==> config.mk <==
export PLATFORM = sky130hd
export DESIGN_NAME = fir_ss_feeder
export DESIGN_NICKNAME = d
export VERILOG_FILES = /design/src/rtl/fir_ss_feeder.sv
export SDC_FILE = /design/constraint.sdc
export NUM_CORES = 1
export LEC_CHECK = 0
export CAP_MARGIN = 0
export CORE_MARGIN = 2
export CORE_UTILIZATION = 56
export DETAILED_ROUTE_END_ITERATION = 8
export GPL_TIMING_DRIVEN = 0
export PLACE_DENSITY = 0.82
export SLEW_MARGIN = 25
export SYNTH_ARGS = -nofsm -noshare
export SYNTH_HDL_FRONTEND = slang
export SYNTH_SLANG_ARGS = --single-unit
export TNS_END_PERCENT = 10
==> constraint.sdc <==
create_clock -name clk -period 8.1 [get_ports clk]
set_input_delay 1.62 -clock clk [delete_from_list [all_inputs] [get_ports clk]]
set_output_delay 1.62 -clock clk [all_outputs]
set_load 0.01 [all_outputs]
==> src/rtl/fir_ss_feeder.sv <==
// fir_ss_feeder
//   Wishbone-slave register window that queues 32-bit samples in a small
//   FIFO and streams a programmed number of them out on an AXI-Stream
//   master toward the fir ss_* slave.
//
//   Register window (offsets from ADDR_BASE):
//     0x0 CTRL   W   bit0 start, bit1 clear (clear wins over start)
//     0x4 LEN    R/W bits[15:0] beats per run; writes ignored while running
//     0x8 DATA   W   push one sample (stalls, no ack, while FIFO is full)
//     0xC STATUS R   {sent_count[15:0], 3'b0, fifo_count[4:0], 4'b0,
//                     fifo_empty, fifo_full, done, busy}
//
// Ports
//   clk, rst                 sole clock, synchronous active-high reset
//   wbs_cyc_i/stb_i/we_i     Wishbone request qualifiers
//   wbs_sel_i                ignored, full-word access only
//   wbs_adr_i, wbs_dat_i     Wishbone address / write data
//   wbs_ack_o, wbs_dat_o     one-cycle ack, read data valid only with ack
//   ss_tvalid/tdata/tlast    AXI-Stream master outputs
//   ss_tready                AXI-Stream ready from the fir
//
// FSM
//   state  | meaning
//   -------+---------------------------------------------------------
//   IDLE   | waiting for start with LEN != 0; FIFO may be preloaded
//   RUN    | streaming FIFO head words until LEN beats handshaken
//   DONE   | one-cycle marker after the last beat, returns to IDLE

module fir_ss_feeder #(
  parameter int          DEPTH     = 8,
  parameter logic [31:0] ADDR_BASE = 32'h0000_0080
) (
  input  logic        clk,
  input  logic        rst,
  input  logic        wbs_cyc_i,
  input  logic        wbs_stb_i,
  input  logic        wbs_we_i,
  input  logic [3:0]  wbs_sel_i,
  input  logic [31:0] wbs_adr_i,
  input  logic [31:0] wbs_dat_i,
  output logic        wbs_ack_o,
  output logic [31:0] wbs_dat_o,
  output logic        ss_tvalid,
  output logic [31:0] ss_tdata,
  output logic        ss_tlast,
  input  logic        ss_tready
);

  localparam int AW = $clog2(DEPTH);
  localparam int CW = AW + 1;

  typedef enum logic [1:0] {
    S_IDLE = 2'd0,
    S_RUN  = 2'd1,
    S_DONE = 2'd2
  } state_t;

  state_t state_q, state_d;

  logic [31:0]   mem [DEPTH];
  logic [AW-1:0] wr_ptr, rd_ptr;
  logic [CW-1:0] fifo_count;
  logic [15:0]   len_q;
  logic [15:0]   sent_q;
  logic          done_q;
  logic          ack_q;
  logic [31:0]   dat_q;

  logic          unused_ok;
  assign unused_ok = &{1'b0, wbs_sel_i, wbs_adr_i[1:0]};

  // ---------------------------------------------------------------
  // Address decode and bus acceptance
  // ---------------------------------------------------------------
  logic        req;
  logic        hit;
  logic [1:0]  off;
  logic        sel_ctrl, sel_len, sel_data, sel_stat;
  logic        data_wr_req;
  logic        blocked;
  logic        accept, wr_acc, rd_acc;
  logic        ctrl_wr, clear, start_go, len_wr, push, pop;
  logic        fifo_full, fifo_empty;
  logic        beat_last;
  logic [4:0]  count5;
  logic [31:0] status;
  logic [31:0] rd_data;

  assign req  = wbs_cyc_i & wbs_stb_i;
  assign hit  = (wbs_adr_i[31:4] == ADDR_BASE[31:4]);
  assign off  = wbs_adr_i[3:2];

  assign sel_ctrl = hit & (off == 2'd0);
  assign sel_len  = hit & (off == 2'd1);
  assign sel_data = hit & (off == 2'd2);
  assign sel_stat = hit & (off == 2'd3);

  assign fifo_full  = (fifo_count == CW'(DEPTH));
  assign fifo_empty = (fifo_count == '0);

  assign ss_tvalid = (state_q == S_RUN) & ~fifo_empty;
  assign ss_tdata  = mem[rd_ptr];
  assign beat_last = (sent_q == (len_q - 16'd1));
  assign ss_tlast  = ss_tvalid & beat_last;
  assign pop       = ss_tvalid & ss_tready;

  // A full FIFO only stalls a DATA write when nothing leaves this cycle;
  // with a concurrent pop the slot frees at the same edge the push lands.
  assign data_wr_req = req & wbs_we_i & sel_data;
  assign blocked     = data_wr_req & fifo_full & ~pop;

  // ack_q masks re-acceptance while the master still holds the request
  // during the ack cycle, which also guarantees ack drops for a cycle.
  assign accept = req & ~ack_q & ~blocked;
  assign wr_acc = accept & wbs_we_i;
  assign rd_acc = accept & ~wbs_we_i;

  assign ctrl_wr  = wr_acc & sel_ctrl;
  assign clear    = ctrl_wr & wbs_dat_i[1];
  assign start_go = ctrl_wr & wbs_dat_i[0] & ~wbs_dat_i[1] &
                    (state_q == S_IDLE) & (len_q != 16'd0);
  assign len_wr   = wr_acc & sel_len & (state_q != S_RUN);
  assign push     = wr_acc & sel_data;

  assign count5 = 5'(fifo_count);
  assign status = {sent_q, 3'b000, count5, 4'b0000,
                   fifo_empty, fifo_full, done_q, (state_q == S_RUN)};

  always_comb begin
    rd_data = 32'h0;
    if (sel_len) begin
      rd_data = {16'h0, len_q};
    end else if (sel_stat) begin
      rd_data = status;
    end
  end

  // ---------------------------------------------------------------
  // Sequencer
  // ---------------------------------------------------------------
  always_comb begin
    state_d = state_q;
    case (state_q)
      S_IDLE: if (start_go) state_d = S_RUN;
      S_RUN:  if (pop && beat_last) state_d = S_DONE;
      S_DONE: state_d = S_IDLE;
      default: state_d = S_IDLE;
    endcase
    if (clear) begin
      state_d = S_IDLE;
    end
  end

  always_ff @(posedge clk) begin
    if (rst) begin
      state_q    <= S_IDLE;
      ack_q      <= 1'b0;
      dat_q      <= 32'h0;
      len_q      <= 16'h0;
      sent_q     <= 16'h0;
      done_q     <= 1'b0;
      wr_ptr     <= '0;
      rd_ptr     <= '0;
      fifo_count <= '0;
    end else begin
      state_q <= state_d;
      ack_q   <= accept;
      dat_q   <= rd_acc ? rd_data : 32'h0;

      if (len_wr) begin
        len_q <= wbs_dat_i[15:0];
      end

      if (clear) begin
        wr_ptr     <= '0;
        rd_ptr     <= '0;
        fifo_count <= '0;
        sent_q     <= 16'h0;
        done_q     <= 1'b0;
      end else begin
        if (push) begin
          wr_ptr <= wr_ptr + AW'(1);
        end
        if (pop) begin
          rd_ptr <= rd_ptr + AW'(1);
        end
        case ({push, pop})
          2'b10:   fifo_count <= fifo_count + CW'(1);
          2'b01:   fifo_count <= fifo_count - CW'(1);
          default: fifo_count <= fifo_count;
        endcase

        if (start_go) begin
          sent_q <= 16'h0;
          done_q <= 1'b0;
        end else if (pop) begin
          sent_q <= sent_q + 16'd1;
          if (beat_last) begin
            done_q <= 1'b1;
          end
        end
      end
    end
  end

  // Sample storage carries no reset; occupancy is tracked by the pointers.
  always_ff @(posedge clk) begin
    if (push) begin
      mem[wr_ptr] <= wbs_dat_i;
    end
  end

  assign wbs_ack_o = ack_q;
  assign wbs_dat_o = dat_q;

endmodule

## Yosys cells after proc, flatten, opt, wreduce, memory -nomap -nowiden

Memory sizes are Yosys's and may differ from the RTL's. A register that Yosys moved wholly into a read port is not among the register bits.
Index checks and enable logic that the tools add are counted.

| word-level totals | value |
|---|---|
| logic and storage cells | 84 |
| RAM bits | 256 |
| bits in registers | 78 |
| memories | 1 |
| bits of input ports | 74 |
| output and inout bits | 67 |

| cells by class | value |
|---|---|
| $add $sub $neg | 6 |
| bitwise logic cells | 33 |
| mux-type cells | 10 |
| reductions and logical operators | 12 |
| equal/unequal tests | 12 |

Memory list:

| name | words | bits a word | rd ports | clocked after Yosys merged registers in | wr ports | line | text |
|---|---|---|---|---|---|---|---|
| mem | 8 | 32 | 1 | 1 | 1 | 60 | `logic [31:0] mem [DEPTH];` |

Operator list:

| kind | number |
|---|---|
| $eq A28 B4 Y1 const B | 1 |
| $and A1 B1 Y1 | 25 |
| $add A16 B1 Y16 const B | 1 |
| $eq A16 B16 Y1 | 1 |
| $mux W16 | 1 |
| $reduce_bool A16 Y1 | 1 |
| $sub A16 B1 Y16 const B | 1 |
| $mux W12 | 1 |
| $not A1 Y1 | 8 |
| $pmux W4 S2 | 1 |
| $add A3 B1 Y3 const B | 2 |
| $eq A2 B1 Y1 const B | 3 |
| $eq A2 B2 Y1 const B | 3 |
| $mux W3 | 2 |
| $add A4 B1 Y4 const B | 1 |
| $eq A4 B4 Y1 const B | 1 |
| $logic_not A2 Y1 | 2 |
| $logic_not A4 Y1 | 1 |
| $mux W2 | 2 |
| $ne A2 B1 Y1 const B | 2 |
| $pmux W2 S2 | 1 |
| $reduce_and A2 Y1 | 2 |
| $reduce_or A2 Y1 | 2 |
| $reduce_or A4 Y1 | 1 |
| other kinds (6) | 7 |

## Logic depth before layout (Yosys ltp)

Gate-level depths: netlist of run 1.

| depth | value |
|---|---|
| depth after elaboration | 16 |
| gate-level depth with buffers | 16 |
| depth with buffers taken out | 14 |

## Worst setup path after synthesis of run 1

OpenSTA, ideal clock, no wires.

| timing | value |
|---|---|
| kind | in2reg |
| start point | in wbs_adr_i[9] |
| end point | mem mem[4][0] (enable) |
| required time | 7,587 ps |
| path buffers | 0 |
| setup time | 513 ps |
| cell stages on the path | 5 |
| slack | 1,562 ps |
| arrival | 6,025 ps |
| cell sequence | nor4b_1 -> nand4_1 -> nor2_1 -> nand4_1 -> nor4b_1 |

| between the ends | value |
|---|---|
| word-level cells in the longest chain between the ends | 11 |

Ends and longest elaborated chain:

| item | line | text |
|---|---|---|
| start, declared | 39 | `input logic [31:0] wbs_adr_i,` |
| $eq A28 B4 Y1 * | 90 | `assign hit = (wbs_adr_i[31:4] == ADDR_BASE[31:4]);` |
| $and A1 B1 Y1 * | 95 | `assign sel_data = hit & (off == 2'd2);` |
| $and A1 B1 Y1 | 109 | `assign data_wr_req = req & wbs_we_i & sel_data;` |
| $and A1 B1 Y1 (2 in series) | 110 | `assign blocked = data_wr_req & fifo_full & ~pop;` |
| $not A1 Y1 | 114 | `assign accept = req & ~ack_q & ~blocked;` |
| $and A1 B1 Y1 | 114 |  |
| $and A1 B1 Y1 | 115 | `assign wr_acc = accept & wbs_we_i;` |
| $and A1 B1 Y1 * | 123 | `assign push = wr_acc & sel_data;` |
| $mux W1 * | 208 | `if (push) begin` |
| $mux W1 (implied by the code) * | 209 | `mem[wr_ptr] <= wbs_dat_i;` |
| end, declared | 60 |  |

Mark *: on every way between the ends. The rest lies on a longest branch, timed or not.

==> impl_metrics.toml, run 1 <==
[status]
outcome = "finished clean"

[drt]
route.detailed.drc = 0
drtPass1Iterations = 5
total_routed_length_um = 29490
drt_iter0_markers = 535
via_per_inst = 5.745
route.antenna.remaining_nets = 0
wl_per_cell_um = 21.97
vias = 7710

[synthesis]
ys_seq_area_share_pct = 69.92
ys_warnings = 0
postSynth.topFlopCell = "edfxtp_1"
muxShareOfSynthArea_pct = 15.56
synth_area_mm2 = 0.01331
synth_simple_gate_area_share_pct = 8.007
netlist_top_cells_area = "edfxtp_1, dfxtp_1, mux4_2"
avgSynthCellArea_um2 = 16.87
synth_xor_area_share_pct = 2.566
synthDominantCellAreaShare_pct = 57.74
synth_compound_area_share_pct = 1.616
share_of_synthesized_cell_area_in_full_adder_half_adder_and_majority_cells_pct = 0.6578
yosysTopAreaCell = "edfxtp_1"
postSynth.asyncResetShare_pct = 0
combinational_family_with_the_most_area_after_synthesis = "multiplexers"
yosysUniqueCellTypes = 55
syn_nets = 870
synth.ff_latch_count = 337
number_of_flops_mapped_to_enable_cells_by_yosys = 256
synthesis.instances = 789

[layout]
finish.instance_area_mm2 = 0.01651
count_of_antenna_diodes_in_the_layout = 0
fin_nets = 1078
share_of_layout_cells_above_drive_strength_1_pct = 20.43
area_growth_syn_to_layout_pct = 23.98

[cts]
worstSkewPairLatency_ps = 510
ctsResizeCount = 0
tritoncts.num_buffers = 34
clkSlewWorstSetupHoldPaths_ps = 60
clockRootBuffer = "clkbuf_16"
clock_tree.htree_level_count = 2
tritoncts = "yes"
clock_tree.buffer_depth = 3
cts_setup_buffers = 0
hold_buffers = 0
clock-sinks = 337

[timing]
layout_min_cycle_time_ps = 5240
timing.slew.headroom_pct = 34.81
max_fclk_ghz = 0.1909
worst_pin_slew_ps = 977.9
timing.final.ws_setup_ps = 2860
timing_max_transition_violations_final = 0
final_hold_viol_count = 0
whs_ps = 459.2
grt_setup_unrepaired = "false"
setup_tns_ps = 0
finalClockSkew_ps = 12.70
setup_viol_count_final = 0
final.period_utilization_pct = 64.69

[pwr]
power_density_mw_per_mm2 = 211.2
total_power_mw = 3.486
total_leakage_power_nw = 5.479
max-vdd-ir-drop_mv = 0.1452

[global_route]
grt_start_max_net_pins = 18
grt_first_pass_wirelength_um = 45240
global_route.usage.met1_pct = 31.21
first_global_vias = 8026
grt_most_used_layer = "met2"
grt_antenna_before_repair = 1
grt.met3_usage_pct = 5.502
gr-usage-met2_pct = 41.37
grt_overflow = 0
combined_global_route_utilization_of_all_metal_layers_pct = 24.28

[die]
die_h_um = 158.2
floorplan_die_area_mm2 = 0.02502
initial_utilization_pct = 56.89
placeableCoreArea_mm2 = 0.02340
core.rowCount = 56
floorplan.io_pins = 141
die_width_um = 158.2

[worst_setup_path]
crit_fanout = 10
worst_setup_path_end_kind = "primary output"
critical_path.max_stage_delay_ps = 800
worst-path-buf-inv = 3
critical_path.startpoint_type = "register"
timing.critical_path.slowest_stage_cell = "buf_1"
worstPathCellList = "clkbuf_1 > buf_1 > mux4_2 > mux2_2 > clkdlybuf4s50_1"
worst_path_top_cell_family_by_delay = "buffers and inverters"
timing_worst_setup_path_type = "register to primary output"
critPathRequiredTime_ps = 6480
worst_ep_arrival_time_ps = 3620

[placement]
detailed_place.area_mm2 = 0.01537
dp_worst_setup_slack_ps = 2698
dpl_hpwl_um = 19800
buffer_ports.inserted = 133
place_congestion = 0.8570

[worst_hold_path]
holdCritPathClass = "register to register"

[run]
drv_cap = 0
-- cell type report --
cell class	instances	area, um2
Sequential cell	337	9309
Buffer	41	178.9
Clock inverter	22	231.5
Tap cell	319	399.1
Inverter	12	45.04
Timing Repair Buffer	172	1620
Multi-Input combinational cell	399	3829
Clock buffer	40	894.6
Fill cell	1503	6895
-- metal layers --
layer	vias to the layer above	share of wire (%)
met1	3792	39
met4	0	2.5
met2	385	50
met5	-	0
li1	3472	-
met3	61	8.1
-- state kept, by name, indices dropped and copies added, names as in the netlist, named ones only --
register    cells
sent_q         16
wbs_ack_o       1
rd_ptr          3
wr_ptr          3
state_q         2
mem           256
wbs_dat_o      32
fifo_count      4
len_q          16
done_q          1
-- cells in the mapped netlist, drive strengths merged (2+ instances only) --
cell type	number
edfxtp	256
dfxtp	81
nor2	73
mux4	64
mux2	32
mux2i	27
clkbuf	26
and2	25
nand2	24
xor2	23
xnor2	16
buf	15
nor4	13
inv	12
nand4	12
nor3	11
a21oi	10
nand3	8
ha	7
and3	5
nor4b	5
a31oi	3
nand3b	3
nand4b	3
nor4bb	3
o21ai	3
or2	3
a211oi	2
and4	2
nand2b	2
nor3b	2
o21a	2
or3	2
-- stage by stage --
stage	instances	utilization (%)
floorplan	789	-
global placement	1241	64.29
detailed placement	1279	65.67
CTS	1341	70.48
global route	1342	70.54
finish	1342	70.54
-- worst reg2reg max path, stage by stage, from the launching register on --
cell and delay [ps]:
dfxtp_1 480, nor4_1 140, nor2_1 220, nand2_1 210, inv_1 120, buf_2 250, o21a_1 170, nand4_1 490
or2_2 590, nor3b_2 780, buf_6 260, buf_4 210
-- layout by cell type, fill, tap and decap left out, drive strengths merged, types with 15 or more instances in the layout --
master         count
edfxtp           256
clkdlybuf4s50    133
xor2              23
buf               53
xnor2             16
mux2              32
mux4              64
nand2             24
clkbuf            67
dfxtp             81
mux2i             27
and2              25
nor2              73
clkinv            15
-- report_power, final --
group,total [mW],switching [mW],internal [mW]
clock network,1.57,0.644,0.926
registers,1.86,0.000185,1.85
logic,0.0616,0.0301,0.0315
total,3.49,0.674,2.81
-- final timing paths --
check | end | slack [ps] | cells past startpoint | start
worst min register to register | done_q | 460 | 2 | done_q
worst min-delay path | done_q | 460 | 2 | done_q
worst max register to register | mem[3][17] | 3900 | 11 | fifo_count[0]
worst max-delay path | ss_tdata[4] | 2860 | 5 | register
-- logic make-up (layout without fill, tap and decap cells) --
logic type | after synthesis | count (layout)
flops | 337 | 337
simple gates | 199 | 199
mux | 123 | 123
buf+inv | 53 | 287
xor+xnor | 39 | 39
compound gates | 31 | 31
fa+ha+maj | 7 | 7
No activity file was read; power rests on OpenSTA's default activity.
==> inputs of run 2 (changes only) <==
- CORE_UTILIZATION: 56 -> 51
- PLACE_DENSITY: 0.82 -> 0.79
- clock period: 8.1 -> 4.45 ns (I/O delays scaled with it)
==> run 2 against run 1 <==
Compared with the run above:
- worst setup slack got worse by 2800 ps
- clock skew is 17 ps higher
- clock power grew 78%
- via count fell by 2.0%
- sequential power increased by 82%
- routed wire length down 3.9%
- sequential cell count stayed put
- largest cell class unchanged
- highest routed layer unchanged
==> impl_metrics.toml, run 2 (synthesized netlist as in run 1, its figures left out) <==
[worst_setup_path]
critical_path.reg2reg.startpoint = "fifo_count[0]"
timing_worst_setup_path_type = "register to primary output"
startpoint = "len_q[2]"
critical_path.startpoint_type = "register"
worst-r2r-setup-slack_ps = 310
regToRegEndpoint = "mem[4][18]"
reg2regPathDepth = 12
crit_fanout = 8
timing.critical_path.to = "ss_tlast"
worst_setup_path_end_kind = "primary output"
critPathRequiredTime_ps = 3560
worst_ep_arrival_time_ps = 3530

[layout]
area_growth_syn_to_layout_pct = 24.62
share_of_layout_cells_above_drive_strength_1_pct = 21.48
most-common-layout-cells = "edfxtp_1, clkdlybuf4s50_1, dfxtp_1"
finish.instance_area_mm2 = 0.01659
fin_nets = 1079
final_common_cell = "edfxtp_1"
largest_register = "mem"
finish.utilization_pct = 64.22
num-fill-cells = 1806
largest_register_ffs = 256
count_of_antenna_diodes_in_the_layout = 0

[worst_hold_path]
hold_start = "done_q"
holdCritPathClass = "register to register"

[global_route]
combined_global_route_utilization_of_all_metal_layers_pct = 21.29
global_route.usage.met1_pct = 28.27
grt_most_used_layer = "met2"
grt_antenna_before_repair = 0
first_global_vias = 7750
grt.met3_usage_pct = 4.246
grt_first_pass_wirelength_um = 43640
grt_overflow = 0
grt_start_max_net_pins = 18
gr-usage-met2_pct = 36.31

[run]
drv_cap = 0

[cts]
worstSkewPairLatency_ps = 520
tritoncts.num_buffers = 34
cts_setup_buffers = 0
clkSlewWorstSetupHoldPaths_ps = 60
clock_tree.htree_level_count = 2
clockRootBuffer = "clkbuf_16"
tritoncts = "yes"
clock-sinks = 337
clock_tree.buffer_depth = 3

[pwr]
internal_power_mw = 5.084
power_density_mw_per_mm2 = 379.2
switching_power_mw = 1.208
power.share.sequential_pct = 53.7
max-vdd-ir-drop_mv = 0.3461
clockPowerShare_pct = 44.6
sw_frac_of_total_pct = 19.19
total_leakage_power_nw = 5.515
share_comb_of_total_power_pct = 1.8

[die]
placeableCoreArea_mm2 = 0.02584
core.rowCount = 59
die_width_um = 165.6
floorplan_die_area_mm2 = 0.02742
die_h_um = 165.6
floorplan.io_pins = 141
initial_utilization_pct = 51.53

[drt]
route.antenna.remaining_nets = 0
total_routed_length_um = 28330
drtPass1Iterations = 5
vias = 7557
via_per_inst = 5.561
route.detailed.drc = 0
drt_iter0_markers = 691
wl_per_cell_um = 20.85

[placement]
buffer_ports.inserted = 133
detailed_place.area_mm2 = 0.01541
place_congestion = 0.8657
dpl_hpwl_um = 19170

[timing]
finalClockSkew_ps = 30.02
timing_max_transition_violations_final = 0
final.period_utilization_pct = 99.24
final_hold_viol_count = 0
grt_setup_unrepaired = "true"
max_fclk_ghz = 0.2264
worst_pin_slew_ps = 862.6
timing.slew.headroom_pct = 42.49
layout_min_cycle_time_ps = 4416
setup_viol_count_final = 0

[status]
outcome = "finished clean"
==> run 2: changes by cell type in the layout (fill, tap and decap cells not counted), moves of 2 or more <==
cell	delta
clkinv_1	-6
buf_1	-4
clkbuf_16	+4
clkdlybuf4s15_2	+4
clkinv_2	+4
bufinv_16	-3
buf_6	+2
clkinvlp_4	+2
==> run 2: critical path, cell delays in order, from the launching register on <==
cell and delay (ps):
dfxtp_1 310, buf_6 140, or4_1 580, nor4_1 360, a211oi_1 90, a211oi_1 360
nand4_1 290, nor4_4 320, clkdlybuf4s50_1 590
==> run 2: what timing repair did <==
item / in CTS / in global routing
pin swaps: 0 / 0
setup endpoints to repair: 31 / 33
hold buffers: 0 / 0
resized for setup: 8 / 5
endpoints found under the hold margin: 0 / 0
==> run 2: area by class of cell <==
cell class                      instances  area [um2]  share of cell area (%)
Clock buffer                           45       998.5                   6.018
Sequential cell                       337        9309                   56.10
Inverter                               12       45.04                  0.2715
Multi-Input combinational cell        399        3850                   23.20
Buffer                                 41       209.0                   1.259
Timing Repair Buffer                  173        1635                   9.856
Clock inverter                         17       126.4                  0.7616
Tap cell                              335       419.2                   2.526
==> run 2: per-stage QoR <==
| step | hold slack (ps) | power [mW] | cells | setup TNS [ps] | setup slack (ps) |
|---|---|---|---|---|---|
| 2_1_floorplan | 431.8 | 3.460 | 789 | -185010 | -1358 |
| 3_3_place_gp | 441.3 | 3.551 | 1257 | -938780 | -5094 |
| 3_5_place_dp | 448.0 | 3.555 | 1297 | -9637 | -250.2 |
| 4_1_cts | 457.7 | 6.335 | 1359 | -128.6 | -52.31 |
| 5_1_grt | 492.1 | 6.462 | 1359 | -1468 | -134.2 |
| 6_report | 461.8 | 6.291 | 1359 | 0 | 33.66 |
==> run 2: per-layer routing <==
| metal | share of wire, % | wire, um |
|---|---|---|
| met1 | 42 | 11930 |
| met2 | 49 | 13880 |
| met3 | 7.1 | 2000 |
| met4 | 1.9 | 531 |
| met5 | 0 | 0 |
==> run 2: how the worst min path moves through the flow <==
stage              to  slack, ps  cells past startpoint
6_report       done_q        460                      2
5_1_grt        done_q        490                      2
4_1_cts        done_q        460                      2
3_5_place_dp   done_q        450                      2
3_3_place_gp   done_q        440                      2
2_1_floorplan  done_q        430                      2
==> run 2: power by group through the flow <==
stage / clock (mW) / sequential, mW / combinational [mW]
3_5_place_dp: 0 / 3.44 / 0.110
3_3_place_gp: 0 / 3.44 / 0.107
6_report: 2.80 / 3.38 / 0.110
2_1_floorplan: 0 / 3.45 / 0.0143
4_1_cts: 2.85 / 3.38 / 0.110
5_1_grt: 2.97 / 3.37 / 0.119
==> inputs of run 3 (changes only) <==
- CAP_MARGIN: 0 -> unset
- REMOVE_ABC_BUFFERS: unset -> 1
==> run 3 against run 2 <==
Compared with the run above:
- clock-buffer cell count increased by 1
- die area unchanged
- final cell count is 2.7% lower
- final area is 1.3% lower
- global-route usage decreased by 0.43 points
- sequential cell count unchanged
- fmax increased by 7.3%
- routed wire length is 0.81% lower
- critical path depth is 1 higher
- sequential power barely moved
- hold slack lost 4.9 ps
==> impl_metrics.toml, run 3 (synthesized netlist as in run 1, its figures left out) <==
[status]
outcome = "finished clean"

[layout]
stdcell_count = 1322
finish.instance_area_mm2 = 0.01637
fin_nets = 1043
area_growth_syn_to_layout_pct = 22.99
num-fill-cells = 1843
final_common_cell = "edfxtp_1"
ff_latch_area_mm2 = 0.009318
multi_input_area_mm2 = 0.003835
largest_register_ffs = 256
most-common-layout-cells = "edfxtp_1, clkdlybuf4s50_1, dfxtp_1"
count_of_antenna_diodes_in_the_layout = 0
largest_register = "mem"
share_of_layout_cells_above_drive_strength_1_pct = 20.57

[drt]
via_per_inst = 5.617
drt_iter0_markers = 624
total_routed_length_um = 28100
drtPass1Iterations = 5
route.antenna.remaining_nets = 0
vias = 7426
wl_per_cell_um = 21.26
route.detailed.drc = 0

[cts]
tritoncts.num_buffers = 34
tritoncts = "yes"
worstSkewPairLatency_ps = 520
clockRootBuffer = "clkbuf_16"
cts_setup_buffers = 0
clock_tree.htree_level_count = 2
clkSlewWorstSetupHoldPaths_ps = 60
clock_tree.buffer_depth = 3
clock-sinks = 337

[timing]
setup_viol_count_final = 0
finalClockSkew_ps = 25.92
layout_min_cycle_time_ps = 4117
final_hold_viol_count = 0
timing.final.ws_setup_ps = 332.9
final.period_utilization_pct = 92.52
worst_pin_slew_ps = 971.4
grt_setup_unrepaired = "false"
timing.slew.headroom_pct = 35.24
max_fclk_ghz = 0.2429
timing_max_transition_violations_final = 0

[run]
drv_cap = 0

[worst_setup_path]
worst-r2r-setup-slack_ps = 420
regToRegEndpoint = "mem[6][26]"
worst_setup_path_end_kind = "register"
worst_ep_arrival_time_ps = 4340
timing_worst_setup_path_type = "input port to register"
crit_fanout = 11
critical_path.startpoint_type = "input port"
critical_path.reg2reg.startpoint = "fifo_count[1]"
critPathRequiredTime_ps = 4680
reg2regPathDepth = 10

[placement]
buffer_ports.inserted = 134
detailed_place.area_mm2 = 0.01533
dpl_hpwl_um = 18410
dp_worst_setup_slack_ps = -347.8
place_congestion = 0.8273
place.detailed.instances = 1261

[die]
floorplan_die_area_mm2 = 0.02742
initial_utilization_pct = 51.53
placeableCoreArea_mm2 = 0.02584
floorplan.io_pins = 141
die_h_um = 165.6
die_width_um = 165.6
core.rowCount = 59

[global_route]
grt_first_pass_wirelength_um = 42660
grt_start_max_net_pins = 45
combined_global_route_utilization_of_all_metal_layers_pct = 20.86
grt_overflow = 0
grt_antenna_before_repair = 0
first_global_vias = 7709

[worst_hold_path]
cells_on_worst_hold_path = 2
hold_critical_path_endpoint = "done_q"
holdCritPathClass = "register to register"
hold_start = "done_q"

[pwr]
power_density_mw_per_mm2 = 374.7
total_leakage_power_nw = 5.414
max-vdd-ir-drop_mv = 0.2551
[run 3: cell count changes in the layout (fill, tap and decap cells not counted), sizes merged]
| cell | previous run | this run |
|---|---|---|
| inv | 12 | 13 |
| clkdlybuf4s15 | 4 | 0 |
| dlymetal6s2s | 0 | 1 |
| clkinvlp | 4 | 1 |
| clkbuf | 72 | 46 |
| buf | 50 | 44 |
[run 3: what timing repair did]
action | 4_1_cts | 5_1_grt
gates resized for setup | 0 | 2
hold buffers | 0 | 0
setup endpoints to repair | 0 | 8
[run 3: power by group]
group | switching (mW) | internal [mW]
Combinational | 0.0540 | 0.0570
Clock | 1.13 | 1.52
Sequential | 0.000283 | 3.38
Total | 1.19 | 4.95
[run 3: worst max-delay path by stage]
stage | from | to | slack, ps | cells past startpoint
after global placement | wbs_adr_i[3] | mem[4][17] | -5390 | 6
after global routing | fifo_count[1] | mem[6][26] | 70 | 10
after floorplan | wbs_adr_i[9] | mem[1][0] | -1360 | 5
final | wbs_adr_i[3] | mem[6][26] | 330 | 9
after detailed placement | wbs_adr_i[3] | mem[3][17] | -350 | 9
after CTS | len_q[2] | ss_tlast | 30 | 7
[run 3: layer usage]
layer / vias to the layer above / share of wire [%] / GRT usage, %
met5: - / 0 / 0
met4: 0 / 1.5 / 4.859
met3: 40 / 6.1 / 3.946
met2: 271 / 50 / 35.95
met1: 3718 / 42 / 27.65
li1: 3397 / - / -
[run 3: per-stage QoR]
step                TNS [ps]  hold WS (ps)  total power, mW  util, %
floorplan            -188490         431.8            3.456        -
global placement    -1058410         442.2            3.551    57.66
detailed placement     -6408         445.6            3.553    59.32
CTS                        0         457.7            6.180    63.34
global route               0         473.7            6.302    63.38
finish                     0         456.9            6.135    63.38
[run 3: cell type report]
type                            instances  area share, %
Inverter                               12         0.2751
Timing Repair Buffer                  178          10.50
Multi-Input combinational cell        399          23.42
Tap cell                              335          2.560
Clock buffer                           46          5.601
Clock inverter                         15         0.7412
Sequential cell                       337          56.90
[run 3: worst max-delay path, cell delays in order]
cell,delay (ps)
clkdlybuf4s50_1,810
inv_1,220
nor2_1,190
o21a_1,150
nand4_1,450
or2_2,560
nor3b_2,580
buf_4,300
buf_4,180
